## src/rtl/pipeline_hazard_ctrl_pkg.sv

```systemverilog
// Shared types for the RV32 pipeline hazard controller: forwarding selects,
// debug FSM states and the bundle of pipeline stall/flush controls.
package hazard_pkg;

    typedef enum logic [1:0] {
        FWD_RF  = 2'b00,
        FWD_WB  = 2'b01,
        FWD_MEM = 2'b10
    } fwd_sel_t;

    typedef enum logic [1:0] {
        ST_RUN    = 2'b00,
        ST_DRAIN  = 2'b01,
        ST_HALTED = 2'b10,
        ST_STEP   = 2'b11
    } dbg_state_t;

    typedef struct packed {
        logic stall_f;
        logic stall_d;
        logic flush_d;
        logic flush_e;
    } ctrl_t;

endpackage

```

## src/rtl/pipeline_hazard_ctrl_fwd_sel.sv

```systemverilog
// Forward select for one E-stage ALU operand; the M stage has priority over W
// because it holds the younger result.
module hazard_fwd_sel
    import hazard_pkg::*;
#(
    parameter int REG_AW = 5
) (
    input  logic [REG_AW-1:0] rs,
    input  logic [REG_AW-1:0] rd_m,
    input  logic              reg_write_m,
    input  logic [REG_AW-1:0] rd_w,
    input  logic              reg_write_w,
    output fwd_sel_t          sel
);

    // x0 is hardwired to zero, so a write to it must never be forwarded.
    logic hit_m;
    logic hit_w;

    assign hit_m = reg_write_m && (rd_m != '0) && (rd_m == rs);
    assign hit_w = reg_write_w && (rd_w != '0) && (rd_w == rs);

    assign sel = hit_m ? FWD_MEM : (hit_w ? FWD_WB : FWD_RF);

endmodule

```

## src/rtl/pipeline_hazard_ctrl.sv

```systemverilog
// Hazard and sequencing controller for the 5-stage RV32 pipeline: forwarding,
// load-use stalls, branch flushes, debug run/halt/step FSM and stall counter.
module pipeline_hazard_ctrl
    import hazard_pkg::*;
#(
    parameter int REG_AW       = 5,
    parameter int DRAIN_CYCLES = 3,
    parameter int CNT_W        = 16
) (
    input  logic              clk,
    input  logic              rst,
    input  logic              halt_req,
    input  logic              step_req,
    input  logic              resume_req,
    input  logic [REG_AW-1:0] RS1_D,
    input  logic [REG_AW-1:0] RS2_D,
    input  logic [REG_AW-1:0] RS1_E,
    input  logic [REG_AW-1:0] RS2_E,
    input  logic [REG_AW-1:0] RD_E,
    input  logic              ResultSrcE,
    input  logic              PCSrcE,
    input  logic [REG_AW-1:0] RD_M,
    input  logic              RegWriteM,
    input  logic [REG_AW-1:0] RD_W,
    input  logic              RegWriteW,
    output logic [1:0]        ForwardAE,
    output logic [1:0]        ForwardBE,
    output logic              StallF,
    output logic              StallD,
    output logic              FlushD,
    output logic              FlushE,
    output logic              halted,
    output logic [CNT_W-1:0]  stall_count
);

    localparam int DRAIN_W = (DRAIN_CYCLES < 2) ? 1 : $clog2(DRAIN_CYCLES + 1);
    localparam logic [DRAIN_W-1:0] DRAIN_LOAD = DRAIN_W'(DRAIN_CYCLES);

    fwd_sel_t fwd_a;
    fwd_sel_t fwd_b;

    hazard_fwd_sel #(.REG_AW(REG_AW)) u_fwd_a (
        .rs          (RS1_E),
        .rd_m        (RD_M),
        .reg_write_m (RegWriteM),
        .rd_w        (RD_W),
        .reg_write_w (RegWriteW),
        .sel         (fwd_a)
    );

    hazard_fwd_sel #(.REG_AW(REG_AW)) u_fwd_b (
        .rs          (RS2_E),
        .rd_m        (RD_M),
        .reg_write_m (RegWriteM),
        .rd_w        (RD_W),
        .reg_write_w (RegWriteW),
        .sel         (fwd_b)
    );

    assign ForwardAE = fwd_a;
    assign ForwardBE = fwd_b;

    // A taken branch squashes the dependent instruction, so no stall is needed then.
    logic load_use;
    logic ld_stall;

    assign load_use = ResultSrcE && (RD_E != '0) && ((RD_E == RS1_D) || (RD_E == RS2_D));
    assign ld_stall = load_use && !PCSrcE;

    dbg_state_t       state;
    dbg_state_t       state_nxt;
    logic [DRAIN_W-1:0] drain_cnt;
    logic [DRAIN_W-1:0] drain_cnt_nxt;
    ctrl_t            ctrl;

    always_comb begin
        // NOTE: every output gets a default first so no latch is inferred.
        ctrl.stall_f = ld_stall;
        ctrl.stall_d = ld_stall;
        ctrl.flush_d = PCSrcE;
        ctrl.flush_e = ld_stall || PCSrcE;
        case (state)
            ST_DRAIN: begin
                ctrl.stall_f = !PCSrcE;
                ctrl.flush_d = !ld_stall || PCSrcE;
            end
            ST_HALTED: begin
                ctrl.stall_f = 1'b1;
                ctrl.stall_d = 1'b1;
                ctrl.flush_d = 1'b0;
                ctrl.flush_e = 1'b1;
            end
            default: ;
        endcase
    end

    assign StallF = ctrl.stall_f;
    assign StallD = ctrl.stall_d;
    assign FlushD = ctrl.flush_d;
    assign FlushE = ctrl.flush_e;
    assign halted = (state == ST_HALTED);

    always_comb begin
        state_nxt     = state;
        drain_cnt_nxt = drain_cnt;
        case (state)
            ST_RUN: begin
                if (halt_req) begin
                    state_nxt     = ST_DRAIN;
                    drain_cnt_nxt = DRAIN_LOAD;
                end
            end
            ST_DRAIN: begin
                // Only real bubbles count towards an empty pipeline.
                if (PCSrcE) begin
                    drain_cnt_nxt = DRAIN_LOAD;
                end else if (!ld_stall) begin
                    drain_cnt_nxt = drain_cnt - 1'b1;
                    if (drain_cnt == DRAIN_W'(1)) begin
                        state_nxt = ST_HALTED;
                    end
                end
            end
            ST_HALTED: begin
                if (resume_req) begin
                    state_nxt = ST_RUN;
                end else if (step_req) begin
                    state_nxt = ST_STEP;
                end
            end
            ST_STEP: begin
                state_nxt     = ST_DRAIN;
                drain_cnt_nxt = DRAIN_LOAD;
            end
            default: state_nxt = ST_RUN;
        endcase
    end

    // NOTE: sequential state uses non-blocking assignments only.
    always_ff @(posedge clk or negedge rst) begin
        if (!rst) begin
            state     <= ST_RUN;
            drain_cnt <= '0;
        end else begin
            state     <= state_nxt;
            drain_cnt <= drain_cnt_nxt;
        end
    end

    always_ff @(posedge clk or negedge rst) begin
        if (!rst) begin
            stall_count <= '0;
        end else if (ld_stall && (stall_count != '1)) begin
            stall_count <= stall_count + 1'b1;
        end
    end

endmodule

```

## config.mk

```make
export PLATFORM = sky130hd
export DESIGN_NAME = pipeline_hazard_ctrl
export DESIGN_NICKNAME = d
export VERILOG_FILES = /design/src/rtl/pipeline_hazard_ctrl_pkg.sv /design/src/rtl/pipeline_hazard_ctrl_fwd_sel.sv /design/src/rtl/pipeline_hazard_ctrl.sv
export SDC_FILE = /design/constraint.sdc
export NUM_CORES = 1
export LEC_CHECK = 0
export ABC_AREA = 1
export CAP_MARGIN = 20
export CORE_UTILIZATION = 45
export CTS_BUF_LIST = sky130_fd_sc_hd__clkbuf_8
export DETAILED_ROUTE_END_ITERATION = 10
export HOLD_SLACK_MARGIN = 0.08
export PLACE_DENSITY = 0.82
export REMOVE_ABC_BUFFERS = 1
export SYNTH_ARGS = -nofsm -noshare
export SYNTH_HDL_FRONTEND = slang
export SYNTH_SLANG_ARGS = --single-unit
```

## constraint.sdc

```tcl
create_clock -name clk -period 2.7 [get_ports clk]
set_input_delay 0.405 -clock clk [delete_from_list [all_inputs] [get_ports clk]]
set_output_delay 0.405 -clock clk [all_outputs]
set_load 0.02 [all_outputs]
```

== Word-level counts from Yosys, hierarchy flattened ==
Index checks and enable logic that the tools add are counted.

* Add/subtract/negate cells: 2
* Equality and inequality tests: 17
* Mux-type cells: 19
* Reductions and logical operators: 22

{| class="wikitable"
|+ Operators by type and width
! kind !! count
|-
| $eq 5x5->1 || 6
|-
| $mux 2 || 11
|-
| $add 16x1->16 const B || 1
|-
| $ne 16x16->1 const B || 1
|-
| $reduce_bool 5->1 || 3
|-
| $logic_and 1x1->1 || 10
|-
| $ne 2x2->1 const B || 4
|-
| $pmux 2 s4 || 1
|-
| $ne 3x3->1 const B || 2
|-
| $pmux 2 s3 || 1
|-
| $reduce_and 5->1 || 1
|-
| $eq 2x1->1 const B || 2
|-
| $eq 2x2->1 const B || 2
|-
| $mux 1 || 4
|-
| $pmux 1 s2 || 2
|-
| $logic_or 1x1->1 || 3
|-
| $reduce_and 3->1 || 1
|-
| $reduce_bool 3->1 || 1
|-
| $logic_not 1->1 || 2
|-
| $logic_not 2->1 || 1
|-
| $sub 2x1->2 const B || 1
|}

* Bits in registers: 20
* Output and inout port bits: 25
* Word-level logic and storage cells: 63

== Depth between registers and ports, before layout ==
* Depth after elaboration: 7
* Depth in mapped cells: 11
* Depth with buffers taken out: 10

== Cells and area by module ==
A second synthesis with hierarchy kept.

* Cell total of the unflattened synthesis: 330
* Area total of the unflattened synthesis: 1969.4 um^2

{| class="wikitable"
|+ By module, submodules not included
! module !! instances !! cells an instance !! area each (um^2) !! seq. area each (um^2)
|-
| pipeline_hazard_ctrl || 1 || 228 || 1526.5 || 500.5
|-
| hazard_fwd_sel || 2 || 51 || 221.5 || 0.0
|}

== Worst setup path after synthesis ==
No wires, ideal clock.

* Path type: input-to-output
* From: in RD_E[1]
* To: out StallF
* Arrival time: 1.380 ns
* Setup slack: 0.915 ns
* Stages: 8
* Path buffers: 0
* Path through: inv_1 -> nand2_1 -> nand2_1 -> nor2_1 -> nand3_1 -> nand2_2 -> nand3_1 -> o21ai_0

* Longest elaborated chain between the ends: 5
* Elaborated cells on any way between the ends: 8

{| class="wikitable"
|+ RTL lines
! what !! RTL line !! text
|-
| from (decl) || pipeline_hazard_ctrl.sv:19 || <nowiki>input logic [REG_AW-1:0] RD_E,</nowiki>
|-
| $eq 5x5->1 or $reduce_bool 5->1 (tied branches) || pipeline_hazard_ctrl.sv:67 || <nowiki>assign load_use = ResultSrcE && (RD_E != '0) && ((RD_E == RS1_D) || (RD_E == RS2_D));</nowiki>
|-
| $logic_or 1x1->1 or $logic_and 1x1->1 (tied branches) || pipeline_hazard_ctrl.sv:67 ||
|-
| $logic_and 1x1->1 (*) || pipeline_hazard_ctrl.sv:67 ||
|-
| $logic_and 1x1->1 (*) || pipeline_hazard_ctrl.sv:68 || <nowiki>assign ld_stall = load_use && !PCSrcE;</nowiki>
|-
| $pmux 1 s2 (*) || pipeline_hazard_ctrl.sv:82 || <nowiki>case (state)</nowiki>
|-
| to (decl) || pipeline_hazard_ctrl.sv:28 || <nowiki>output logic StallF,</nowiki>
|}

Every way passes the cells marked *; elsewhere a longest branch is shown, timed or not.

== Worst setup path after layout ==
* From: in RD_M[1]
* To: out ForwardAE[1]

* Longest elaborated chain between the ends: 4
* Elaborated cells on any way between the ends: 5

{| class="wikitable"
|+ RTL lines
! what !! RTL line !! text
|-
| from (decl) || pipeline_hazard_ctrl.sv:22 || <nowiki>input logic [REG_AW-1:0] RD_M,</nowiki>
|-
| $reduce_bool 5->1 || pipeline_hazard_ctrl_fwd_sel.sv:20 || <nowiki>assign hit_m = reg_write_m && (rd_m != '0) && (rd_m == rs);</nowiki>
|-
| $logic_and 1x1->1 || pipeline_hazard_ctrl_fwd_sel.sv:20 ||
|-
| $logic_and 1x1->1 (*) || pipeline_hazard_ctrl_fwd_sel.sv:20 ||
|-
| $mux 2 (*) || pipeline_hazard_ctrl_fwd_sel.sv:23 || <nowiki>assign sel = hit_m ? FWD_MEM : (hit_w ? FWD_WB : FWD_RF);</nowiki>
|-
| to (decl) || pipeline_hazard_ctrl.sv:26 || <nowiki>output logic [1:0] ForwardAE,</nowiki>
|}

Marks and branches as above.

==> impl_metrics.csv <==
group,metric,value,unit
floorplanning,coreArea,3740,sq um
logic_synthesis,synth.cell_area,1790,sq um
grt,antenna_found_initial,0,
cts,cts_buffer_depth,2,
sta,setup_viol,0,
sta,worst_pin_slew,0.342,ns
power_and_ir_drop,peakVddDrop,0.446,mV
power_and_ir_drop,p_leak,1.29,nW
placement,gp_congestion,0.869,
cts,cts_sinks,20,
logic_synthesis,synth_seq_area_share,28.0,%
sta,rsz0062_at_grt,"false",
cts,cts_setup_buffers,0,
setup_path,max_stage_delay,0.66,ns
min_path,holdCritPathClass,"primary input to async pin",
floorplanning,dieWidth,65.1,um
setup_path,crit_path_end_kind,"output pin",
grt,grt_use_total,23.8,%
power_and_ir_drop,seq_power_share,32.5,%
floorplanning,rows,22,
job,maxCapViolCount,0,
cts,tritoncts,"yes",
power_and_ir_drop,power_frac_comb,48.0,%
power_and_ir_drop,p_int,741,uW
cts,numCtsBuffers,3,
grt,gr-total-overflow,0,
floorplanning,ioPinCount,69,
routing,dr.pass1.iters,4,
finish,area_growth,44.8,%
finish,drive_above_1_share,7.49,%
sta,slew_viol_final,0,
routing,viasPerCell,4.85,
floorplanning,start_util,47.8,%
logic_synthesis,synthCells,262,
floorplanning,dieArea,4230,sq um
sta,fmax,390,MHz
setup_path,critical_path_class,"primary input to output pin",
sta,hold_viol,0,
finish,antenna_cells,0,
routing,wl_per_cell,12.4,um
finish,final_area,2590,sq um
setup_path,crit_fanout,3,
logic_synthesis,synth_area_per_cell,6.83,sq um
finish,final_common_cell,"nand2_1",
setup_path,cp_slowest_cell,"clkdlybuf4s50_1",
sta,setup_ws,0.135,ns
logic_synthesis,yosysWarnings,0,
status,status,"complete, no violations",
setup_path,cp.arrival,2.16,ns
routing,num_vias,1853,
grt,grt_max_degree,21,
sta,fin_crit_sh,95.0,%
cts,insertion_delay,0.27,ns
floorplanning,die_h,65.1,um
sta,max_slew_margin,77.0,%
power_and_ir_drop,p_sw_share,38.2,%
setup_path,worstPathCellList,"clkdlybuf4s50_1 -> nor2_1 -> nand2_1 -> o21ai_0 -> nor4_2 -> clkdlybuf4s50_1",
setup_path,required,2.30,ns
placement,post_dp_cell_area,2520,sq um
routing,drc,0,
finish,mostFrequentLayoutCells,"nand2_1 (91), clkdlybuf4s50_1 (62), inv_1 (27), xnor2_1 (26), nor2_1 (23)",
routing,totalWireLength,4720,um
power_and_ir_drop,clockPowerShare,19.5,%
placement,dp_hpwl,3790,um
routing,ant_nets,0,
finish,nNetsFinal,384,
sta,skew,0.00901,ns
sta,fin_crit,2.56,ns
power_and_ir_drop,cellPowerDensity,462,nW/um^2
routing,first_iter_violations,73,
logic_synthesis,ys_seq_elements,20,
setup_path,startpoint_type,"primary input",
grt,grt_pass1_wl,7810,um
cts,postCtsHoldBufs,0,
cts,htree_levels,1,
power_and_ir_drop,switchingPower,458,uW
logic_synthesis,synth.distinct_cells,23,
grt,grt_pass1_vias,1758,
setup_path,cp_common_cell,"clkdlybuf4s50_1",
cts,clock-root-buffer,"clkbuf_8",
placement,io_buffers,68,
cts,clk_transition_reported_paths,0.08,ns
placement,dp_slack,-0.0543,ns
[sequential cells by signal, summed over array words and instances (netlist names)]
name	cells
stall_count	16
state	2
drain_cnt	2
[stage by stage]
| stage | instances | power, mW | hold slack (ns) | utilization (%) | setup TNS (ns) |
|---|---|---|---|---|---|
| 6_report | 382 | 1.20 | 0.464 | 69.3 | 0 |
| 4_1_cts | 382 | 1.22 | 0.472 | 68.8 | 0 |
| 3_3_place_gp | 378 | 0.966 | 0.458 | 67.3 | -0.0371 |
| 3_5_place_dp | 378 | 0.984 | 0.462 | 67.3 | -0.0543 |
| 5_1_grt | 382 | 1.29 | 0.510 | 69.3 | 0 |
| 2_1_floorplan | 257 | 0.730 | 0.109 | - | 0 |
[worst max-delay path, delay by kind of cell]
kind | cells | cell delay (ns)
AOI/OAI and AO/OA | 1 | 0.11
buffers and inverters | 2 | 1.21
and+or+nand+nor | 3 | 0.42
[power by group through the flow]
stage | sequential (mW) | clock [mW] | combinational, mW
after global placement | 0.393 | 0 | 0.573
after CTS | 0.390 | 0.241 | 0.586
final | 0.389 | 0.234 | 0.576
after detailed placement | 0.396 | 0 | 0.588
after floorplan | 0.405 | 0 | 0.325
after global routing | 0.398 | 0.249 | 0.648
[path summary, 6_finish.rpt]
path / startpoint / end / slack [ns] / cells after the start
max in group asynchronous: rst / stall_count[0]$_DFFE_PN0P_ / 2.01 / 2
min reg2reg: drain_cnt[1]$_DFFE_PN0P_ / drain_cnt[1]$_DFFE_PN0P_ / 0.48 / 2
max reg2reg: stall_count[0]$_DFFE_PN0P_ / stall_count[2]$_DFFE_PN0P_ / 0.87 / 8
min in group clk: drain_cnt[1]$_DFFE_PN0P_ / drain_cnt[1]$_DFFE_PN0P_ / 0.48 / 2
max: RD_M[1] / ForwardAE[1] / 0.14 / 6
min: rst / stall_count[9]$_DFFE_PN0P_ / 0.46 / 2
[area by class of cell]
class | instances | area (sq um)
tap | 48 | 60.1
inverter | 31 | 116
fill | 343 | 1150
clock buffer | 4 | 55.1
multi-input combinational | 206 | 1130
timing repair buffer | 73 | 729
sequential | 20 | 500
[metal layers]
layer | track usage [%] | up-vias | part of all wire (%)
met3 | 2.29 | 5 | 6.8
met2 | 41.5 | 61 | 46
met4 | 7.61 | 0 | 1.3
met5 | 0 | - | 0
met1 | 30.6 | 824 | 46
li1 | - | 963 | -
[Yosys cell counts]
cell type | instances | area, sq um
nand2_2 | 2 | 12.5
o21ai_0 | 7 | 35.0
o21ai_2 | 4 | 35.0
dfrtp_1 | 20 | 500
nor3_4 | 1 | 16.3
nand3_1 | 17 | 85.1
xor2_1 | 10 | 87.6
nand4_2 | 1 | 12.5
nor3_1 | 6 | 30.0
nor4_1 | 2 | 12.5
xnor2_1 | 26 | 228
nand3_2 | 2 | 20.0
nand2_1 | 91 | 342
inv_2 | 4 | 15.0
a21oi_1 | 1 | 5.00
nor2_1 | 23 | 86.3
inv_1 | 27 | 101
o211ai_1 | 1 | 7.51
buf_4 | 2 | 15.0
buf_6 | 3 | 33.8
ha_1 | 5 | 62.6
nor3_2 | 1 | 10.0
nand4_1 | 6 | 37.5
[what timing repair did]
action	CTS	global route
endpoints found under the hold margin	0	0
resized for setup	1	6
endpoints found under the setup margin	1	5
[cell families after synthesis]
family	Yosys count	share of synthesized area [%]
adder cells (fa/ha/maj)	5	3.49
flip-flops	20	28.0
AO/OA/AOI/OAI	13	4.61
buffers and inverters	36	9.22
AND/OR/NAND/NOR	152	37.1
XOR/XNOR	36	17.6
No activity file was read; power rests on OpenSTA's default activity.
